$ cat src/rtl/score_bcd_counter.sv
// Three-digit BCD score accumulator: button edges become serial +1/-1 steps with saturation at MAX_SCORE.
// Optional single-level undo (btn_undo, last_delta) is compiled in when SCORE_UNDO_EN is defined.
module score_bcd_counter #(
    parameter int MAX_SCORE = 199
) (
    input  logic       clk,
    input  logic       nRst,
`ifdef SCORE_UNDO_EN
    input  logic       btn_undo,
`endif
    input  logic       btn_add1,
    input  logic       btn_add2,
    input  logic       btn_add3,
    input  logic       btn_sub1,
    input  logic       btn_clr,
    output logic [3:0] bcd_hundreds,
    output logic [3:0] bcd_tens,
    output logic [3:0] bcd_units,
    output logic       busy,
    output logic       sat
);

    typedef enum logic [1:0] {S_IDLE, S_INC, S_DEC} state_t;

    localparam logic [3:0] MAX_H = 4'(MAX_SCORE / 100);
    localparam logic [3:0] MAX_T = 4'((MAX_SCORE / 10) % 10);
    localparam logic [3:0] MAX_U = 4'(MAX_SCORE % 10);

    state_t     r_state, w_state_nxt;
    logic [3:0] r_hun, r_ten, r_uni;
    logic [3:0] w_hun_nxt, w_ten_nxt, w_uni_nxt;
    logic [3:0] w_inc_hun, w_inc_ten, w_inc_uni;
    logic [3:0] w_dec_hun, w_dec_ten, w_dec_uni;
    logic [1:0] r_pend, w_pend_nxt;
    logic       r_sat, w_sat_nxt;
    logic [4:0] r_prev;
    logic [4:0] w_btn, w_cmd;
    logic       w_at_max, w_at_zero;

`ifdef SCORE_UNDO_EN
    logic              r_prev_undo;
    logic              w_cmd_undo;
    logic signed [2:0] r_last_delta, w_last_nxt;
    logic [1:0]        r_applied, w_applied_nxt;
    logic              r_undo_seq, w_undo_seq_nxt;

    assign w_cmd_undo = btn_undo & ~r_prev_undo;
`endif

    // bit order: {clr, sub1, add3, add2, add1}
    assign w_btn     = {btn_clr, btn_sub1, btn_add3, btn_add2, btn_add1};
    assign w_cmd     = w_btn & ~r_prev;
    assign w_at_max  = (r_hun == MAX_H) && (r_ten == MAX_T) && (r_uni == MAX_U);
    assign w_at_zero = (r_hun == 4'd0) && (r_ten == 4'd0) && (r_uni == 4'd0);

    always_comb begin
        w_inc_hun = r_hun;
        w_inc_ten = r_ten;
        w_inc_uni = r_uni + 4'd1;
        if (r_uni == 4'd9) begin
            w_inc_uni = 4'd0;
            w_inc_ten = r_ten + 4'd1;
            if (r_ten == 4'd9) begin
                w_inc_ten = 4'd0;
                w_inc_hun = r_hun + 4'd1;
            end
        end
    end

    always_comb begin
        w_dec_hun = r_hun;
        w_dec_ten = r_ten;
        w_dec_uni = r_uni - 4'd1;
        if (r_uni == 4'd0) begin
            w_dec_uni = 4'd9;
            w_dec_ten = r_ten - 4'd1;
            if (r_ten == 4'd0) begin
                w_dec_ten = 4'd9;
                w_dec_hun = r_hun - 4'd1;
            end
        end
    end

    always_comb begin
        w_state_nxt = r_state;
        w_hun_nxt   = r_hun;
        w_ten_nxt   = r_ten;
        w_uni_nxt   = r_uni;
        w_pend_nxt  = r_pend;
        w_sat_nxt   = 1'b0;
`ifdef SCORE_UNDO_EN
        w_last_nxt     = r_last_delta;
        w_applied_nxt  = r_applied;
        w_undo_seq_nxt = r_undo_seq;
`endif
        case (r_state)
            S_IDLE: begin
`ifdef SCORE_UNDO_EN
                w_applied_nxt  = 2'd0;
                w_undo_seq_nxt = 1'b0;
`endif
                if (w_cmd[4]) begin
                    w_hun_nxt = 4'd0;
                    w_ten_nxt = 4'd0;
                    w_uni_nxt = 4'd0;
`ifdef SCORE_UNDO_EN
                    w_last_nxt = 3'sd0;
                end else if (w_cmd_undo) begin
                    w_last_nxt     = 3'sd0;
                    w_undo_seq_nxt = 1'b1;
                    if (r_last_delta > 3'sd0) begin
                        w_pend_nxt  = r_last_delta[1:0];
                        w_state_nxt = S_DEC;
                    end else if (r_last_delta == -3'sd1) begin
                        w_pend_nxt  = 2'd1;
                        w_state_nxt = S_INC;
                    end
`endif
                end else if (w_cmd[3]) begin
                    w_pend_nxt  = 2'd1;
                    w_state_nxt = S_DEC;
                end else if (w_cmd[2]) begin
                    w_pend_nxt  = 2'd3;
                    w_state_nxt = S_INC;
                end else if (w_cmd[1]) begin
                    w_pend_nxt  = 2'd2;
                    w_state_nxt = S_INC;
                end else if (w_cmd[0]) begin
                    w_pend_nxt  = 2'd1;
                    w_state_nxt = S_INC;
                end
            end
            S_INC: begin
                if (w_at_max) begin
                    w_sat_nxt   = 1'b1;
                    w_pend_nxt  = 2'd0;
                    w_state_nxt = S_IDLE;
`ifdef SCORE_UNDO_EN
                    if (!r_undo_seq) w_last_nxt = {1'b0, r_applied};
`endif
                end else begin
                    w_hun_nxt  = w_inc_hun;
                    w_ten_nxt  = w_inc_ten;
                    w_uni_nxt  = w_inc_uni;
                    w_pend_nxt = r_pend - 2'd1;
`ifdef SCORE_UNDO_EN
                    w_applied_nxt = r_applied + 2'd1;
                    if (r_pend == 2'd1 && !r_undo_seq) w_last_nxt = {1'b0, 2'(r_applied + 2'd1)};
`endif
                    if (r_pend == 2'd1) w_state_nxt = S_IDLE;
                end
            end
            S_DEC: begin
                if (!w_at_zero) begin
                    w_hun_nxt = w_dec_hun;
                    w_ten_nxt = w_dec_ten;
                    w_uni_nxt = w_dec_uni;
                end
                w_pend_nxt = r_pend - 2'd1;
                if (r_pend == 2'd1) begin
                    w_state_nxt = S_IDLE;
`ifdef SCORE_UNDO_EN
                    if (!r_undo_seq) w_last_nxt = w_at_zero ? 3'sd0 : -3'sd1;
`endif
                end
            end
            default: w_state_nxt = S_IDLE;
        endcase
    end

    // history resets high so a button held through reset release is not seen as a press
    always_ff @(posedge clk or negedge nRst) begin
        if (!nRst) begin
            r_state <= S_IDLE;
            r_hun   <= 4'd0;
            r_ten   <= 4'd0;
            r_uni   <= 4'd0;
            r_pend  <= 2'd0;
            r_sat   <= 1'b0;
            r_prev  <= 5'b11111;
`ifdef SCORE_UNDO_EN
            r_prev_undo  <= 1'b1;
            r_last_delta <= 3'sd0;
            r_applied    <= 2'd0;
            r_undo_seq   <= 1'b0;
`endif
        end else begin
            r_state <= w_state_nxt;
            r_hun   <= w_hun_nxt;
            r_ten   <= w_ten_nxt;
            r_uni   <= w_uni_nxt;
            r_pend  <= w_pend_nxt;
            r_sat   <= w_sat_nxt;
            r_prev  <= w_btn;
`ifdef SCORE_UNDO_EN
            r_prev_undo  <= btn_undo;
            r_last_delta <= w_last_nxt;
            r_applied    <= w_applied_nxt;
            r_undo_seq   <= w_undo_seq_nxt;
`endif
        end
    end

    assign bcd_hundreds = r_hun;
    assign bcd_tens     = r_ten;
    assign bcd_units    = r_uni;
    assign busy         = (r_state != S_IDLE);
    assign sat          = r_sat;

endmodule

$ cat config.mk
export PLATFORM = sky130hd
export DESIGN_NAME = score_bcd_counter
export DESIGN_NICKNAME = d
export VERILOG_FILES = /design/src/rtl/score_bcd_counter.sv
export SDC_FILE = /design/constraint.sdc
export NUM_CORES = 1
export LEC_CHECK = 0
export CAP_MARGIN = 20
export CORE_AREA = 8 8 90 92
export DETAILED_ROUTE_END_ITERATION = 7
export DIE_AREA = 0 0 98 100
export SLEW_MARGIN = 20
export SYNTH_ARGS = -nofsm -noshare
export SYNTH_HDL_FRONTEND = slang
export SYNTH_SLANG_ARGS = --single-unit
$ cat constraint.sdc
create_clock -name clk -period 1.9 [get_ports clk]
set_input_delay 0.285 -clock clk [delete_from_list [all_inputs] [get_ports clk]]
set_output_delay 0.285 -clock clk [all_outputs]
set_load 0.1 [all_outputs]
==> impl_metrics.yaml <==
synth:
  avgSynthCellArea_um2: 9.86
  synth_area_um2: 1620
  synth-seq-cells: 22
  ys_warn_count: 0
  synth_fa_ha_area_frac: 0.124
  synth.area.mux_share: 0.0759
  yosysUniqueCellTypes: 46
  synth_simple_gate_area_frac: 0.189
  syn-num-nets: 187
  async_reset_ff_frac: 1.00
  syn_inst: 164
  synth_compound_area_frac: 0.183
  ys.flop_type: "dfrtp_1"
  synth-edff-count: 0
  synth_top_family_by_area: "simple AND/OR/NAND/NOR gates"
  synth_xor_area_frac: 0.0217
  seq_area_frac_synth: 0.344
routing:
  dr.pass1.iters: 4
  initialDrtViolationCount: 34
  vias: 1380
  vias_per_cell: 4.63
  drc: 0
  wl_per_cell_um: 13.2
  ant_nets: 0
  wl_mm: 3.94
sta:
  worst_slack_ps: -39.6
  finClkSkew_ps: 5.92
  min_period_ps: 1940
  fin_crit_sh: 1.02
  holdWs_ps: 353
  finalHoldViolCount: 0
  fmax_mhz: 516
  finalSetupViolCount: 7
  drv_slew: 0
  worstMarginPinSlew_ps: 559
  rsz0062_at_grt: "yes"
  maxSlewHeadroom: 0.627
  setup_tns_ps: -189
critical_path:
  critPathMaxStageDelay_ps: 500
  worstPathCellList: "inv_4 > ha_4 > nand3b_4 > nor4_4 > and3b_2 > o2111ai_4 > mux2_4"
  slowest_stage: "dfrtp_4"
  r2r-start: "bcd_units[1]$_DFFE_PN0P_"
  r2r_end: "bcd_hundreds[0]$_DFFE_PN0P_"
  crit_path_max_fanout: 3
  path_class: "register to register"
  worst_setup_path_end_kind: "register"
  cp.depth: 7
  ff2ff_path_depth: 7
  r2r_slack_ps: -40
  cp-start-kind: "register"
  crit_buf_inv: 1
  crit_arrival_ps: 2100
  required_ps: 2060
  crit_family: "simple AND/OR/NAND/NOR gates"
placed_design:
  globalplace.congestion: 0.795
  dp_hpwl_mm: 2.95
  io_buffers: 20
  dpl-instance-area_um2: 2350
global_route:
  use_met1: 0.0983
  grt_overflow: 0
  grt_max_degree: 23
  grt_pass1_wl_mm: 6.78
  use_met2: 0.146
  antenna_found_initial: 0
  gr-usage-met3: 0.0228
  top_usage_layer: "met2"
  track_usage: 0.0839
  grt_pass1_vias: 1402
cts:
  clock_sinks: 22
  cts_buffer_depth: 2
  clk_latency_ps: 270
  root_buffer: "clkbuf_8"
  htreeDepth: 1
  path_clk_slew_ps: 90
  cts_tree: "built"
  cts_buffers: 3
  hold_buffers: 0
die:
  fp-row-count: 30
  io_pins: 21
  die-area_um2: 9800
  die-width_um: 98
  die_h_um: 100
  core-area_um2: 6640
  start_util: 0.243
power_and_ir_drop:
  total_power_w: 0.00416
  leakage_nw: 1.13
  power_density_nw_per_um2: 1670
  ir_drop_v: 0.00139
finish:
  areaGrowthSynthToFinish_pct: 53.9
  drive_gt1_frac: 0.440
  nFillCells: 644
  multi_input_area_um2: 1040
  antennaDiodeCount: 0
  final_cell_area_um2: 2490
  final-seq-area_um2: 589
  nets: 242
hold_path:
  hold_path.class: "input pin to asynchronous set/reset pin"
outcome:
  status: "finished with violations"
  violations: "negative setup slack"
flow_run:
  maxCapViolCount: 0
## state kept, by name, summed over array words and instances, names as in the netlist
| signal | count |
|---|---|
| r_pend | 2 |
| sat | 1 |
| bcd_hundreds | 4 |
| bcd_tens | 4 |
| bcd_units | 4 |
| r_state | 2 |
| r_prev | 5 |
## power by group
| group | leakage, nW | switching [W] | internal [W] |
|---|---|---|---|
| Sequential | 0.259 | 0.000154 | 0.000623 |
| Combinational | 0.835 | 0.00165 | 0.00128 |
| Clock | 0.0357 | 0.000169 | 0.000282 |
| Total | 1.13 | 0.00197 | 0.00219 |
## per-layer routing
| metal | up-vias | part of all wire |
|---|---|---|
| li1 | 690 | - |
| met1 | 654 | 0.46 |
| met2 | 29 | 0.49 |
| met3 | 7 | 0.044 |
| met4 | 0 | 0.013 |
| met5 | - | 0 |
## cells in the mapped netlist (4+ instances only)
cell type,instances,area (um2)
nand2b_1,5,31.3
nor2_1,7,26.3
clkbuf_1,4,15.0
ha_1,16,200
dfstp_2,5,131
a32o_1,4,40.0
o21ai_0,6,30.0
inv_1,17,63.8
nand2_1,14,52.6
mux2i_1,7,70.1
nor2b_1,5,31.3
nand3_1,4,20.0
a21oi_1,7,35.0
dfrtp_1,17,425
## cells in the final DEF, fill, tap and decap left out, drive strengths merged, types with 3 or more instances in the layout
cell type	synthesis	final
a21oi	7	7
a31oi	3	3
a32o	4	4
buf	2	50
clkbuf	4	3
clkdlybuf4s50	0	6
dfrtp	17	17
dfstp	5	5
ha	16	16
inv	17	17
mux2	4	4
mux2i	7	7
nand2	15	15
nand2b	5	5
nand3	4	4
nand3b	3	3
nor2	7	7
nor2b	5	5
o21ai	6	6
o21bai	3	3
o41ai	3	3
## cell families (layout without fill, tap and decap cells)
logic type                 after synthesis  count (layout)
xor gates and xnor gates                 4               4
AOI/OAI and AO/OA                       39              39
muxes                                   11              11
DFF                                     22              22
adders and majority gates               16              16
and+or+nand+nor                         49              49
buffers and inverters                   23              77
## stage by stage
step                       util  cells  setup slack [ps]
after CTS                 0.373    298             -37.7
after global placement    0.354    291             -36.2
after floorplan               -    164              -226
after detailed placement  0.354    291             -88.3
final                     0.374    298             -39.6
after global routing      0.374    298              -142
## worst max-delay path by stage
stage                                 from                           to
2_1_floorplan     bcd_units[1]$_DFFE_PN0P_  bcd_hundreds[0]$_DFFE_PN0P_
4_1_cts           bcd_units[1]$_DFFE_PN0P_  bcd_hundreds[0]$_DFFE_PN0P_
3_5_place_dp   bcd_hundreds[1]$_DFFE_PN0P_      bcd_tens[2]$_DFFE_PN0P_
6_report          bcd_units[1]$_DFFE_PN0P_  bcd_hundreds[0]$_DFFE_PN0P_
5_1_grt            bcd_tens[1]$_DFFE_PN0P_        r_pend[1]$_DFFE_PN0P_
3_3_place_gp   bcd_hundreds[1]$_DFFE_PN0P_     bcd_units[1]$_DFFE_PN0P_
## timing repair
item / in CTS / in global routing
setup buffers: 3 / 0
pin swaps: 2 / 0
resized for setup: 7 / 1
setup endpoints to repair: 13 / 15
endpoints found under the hold margin: 0 / 0
## layout make-up
type	count	area share
multi-input cells	119	0.420
repair buffers	56	0.243
flip-flops and latches	22	0.237
well taps	80	0.0402
inverters	17	0.0307
clock buffers	3	0.0166
clock inverters	1	0.0121
Power figures use the tool's default switching activity.
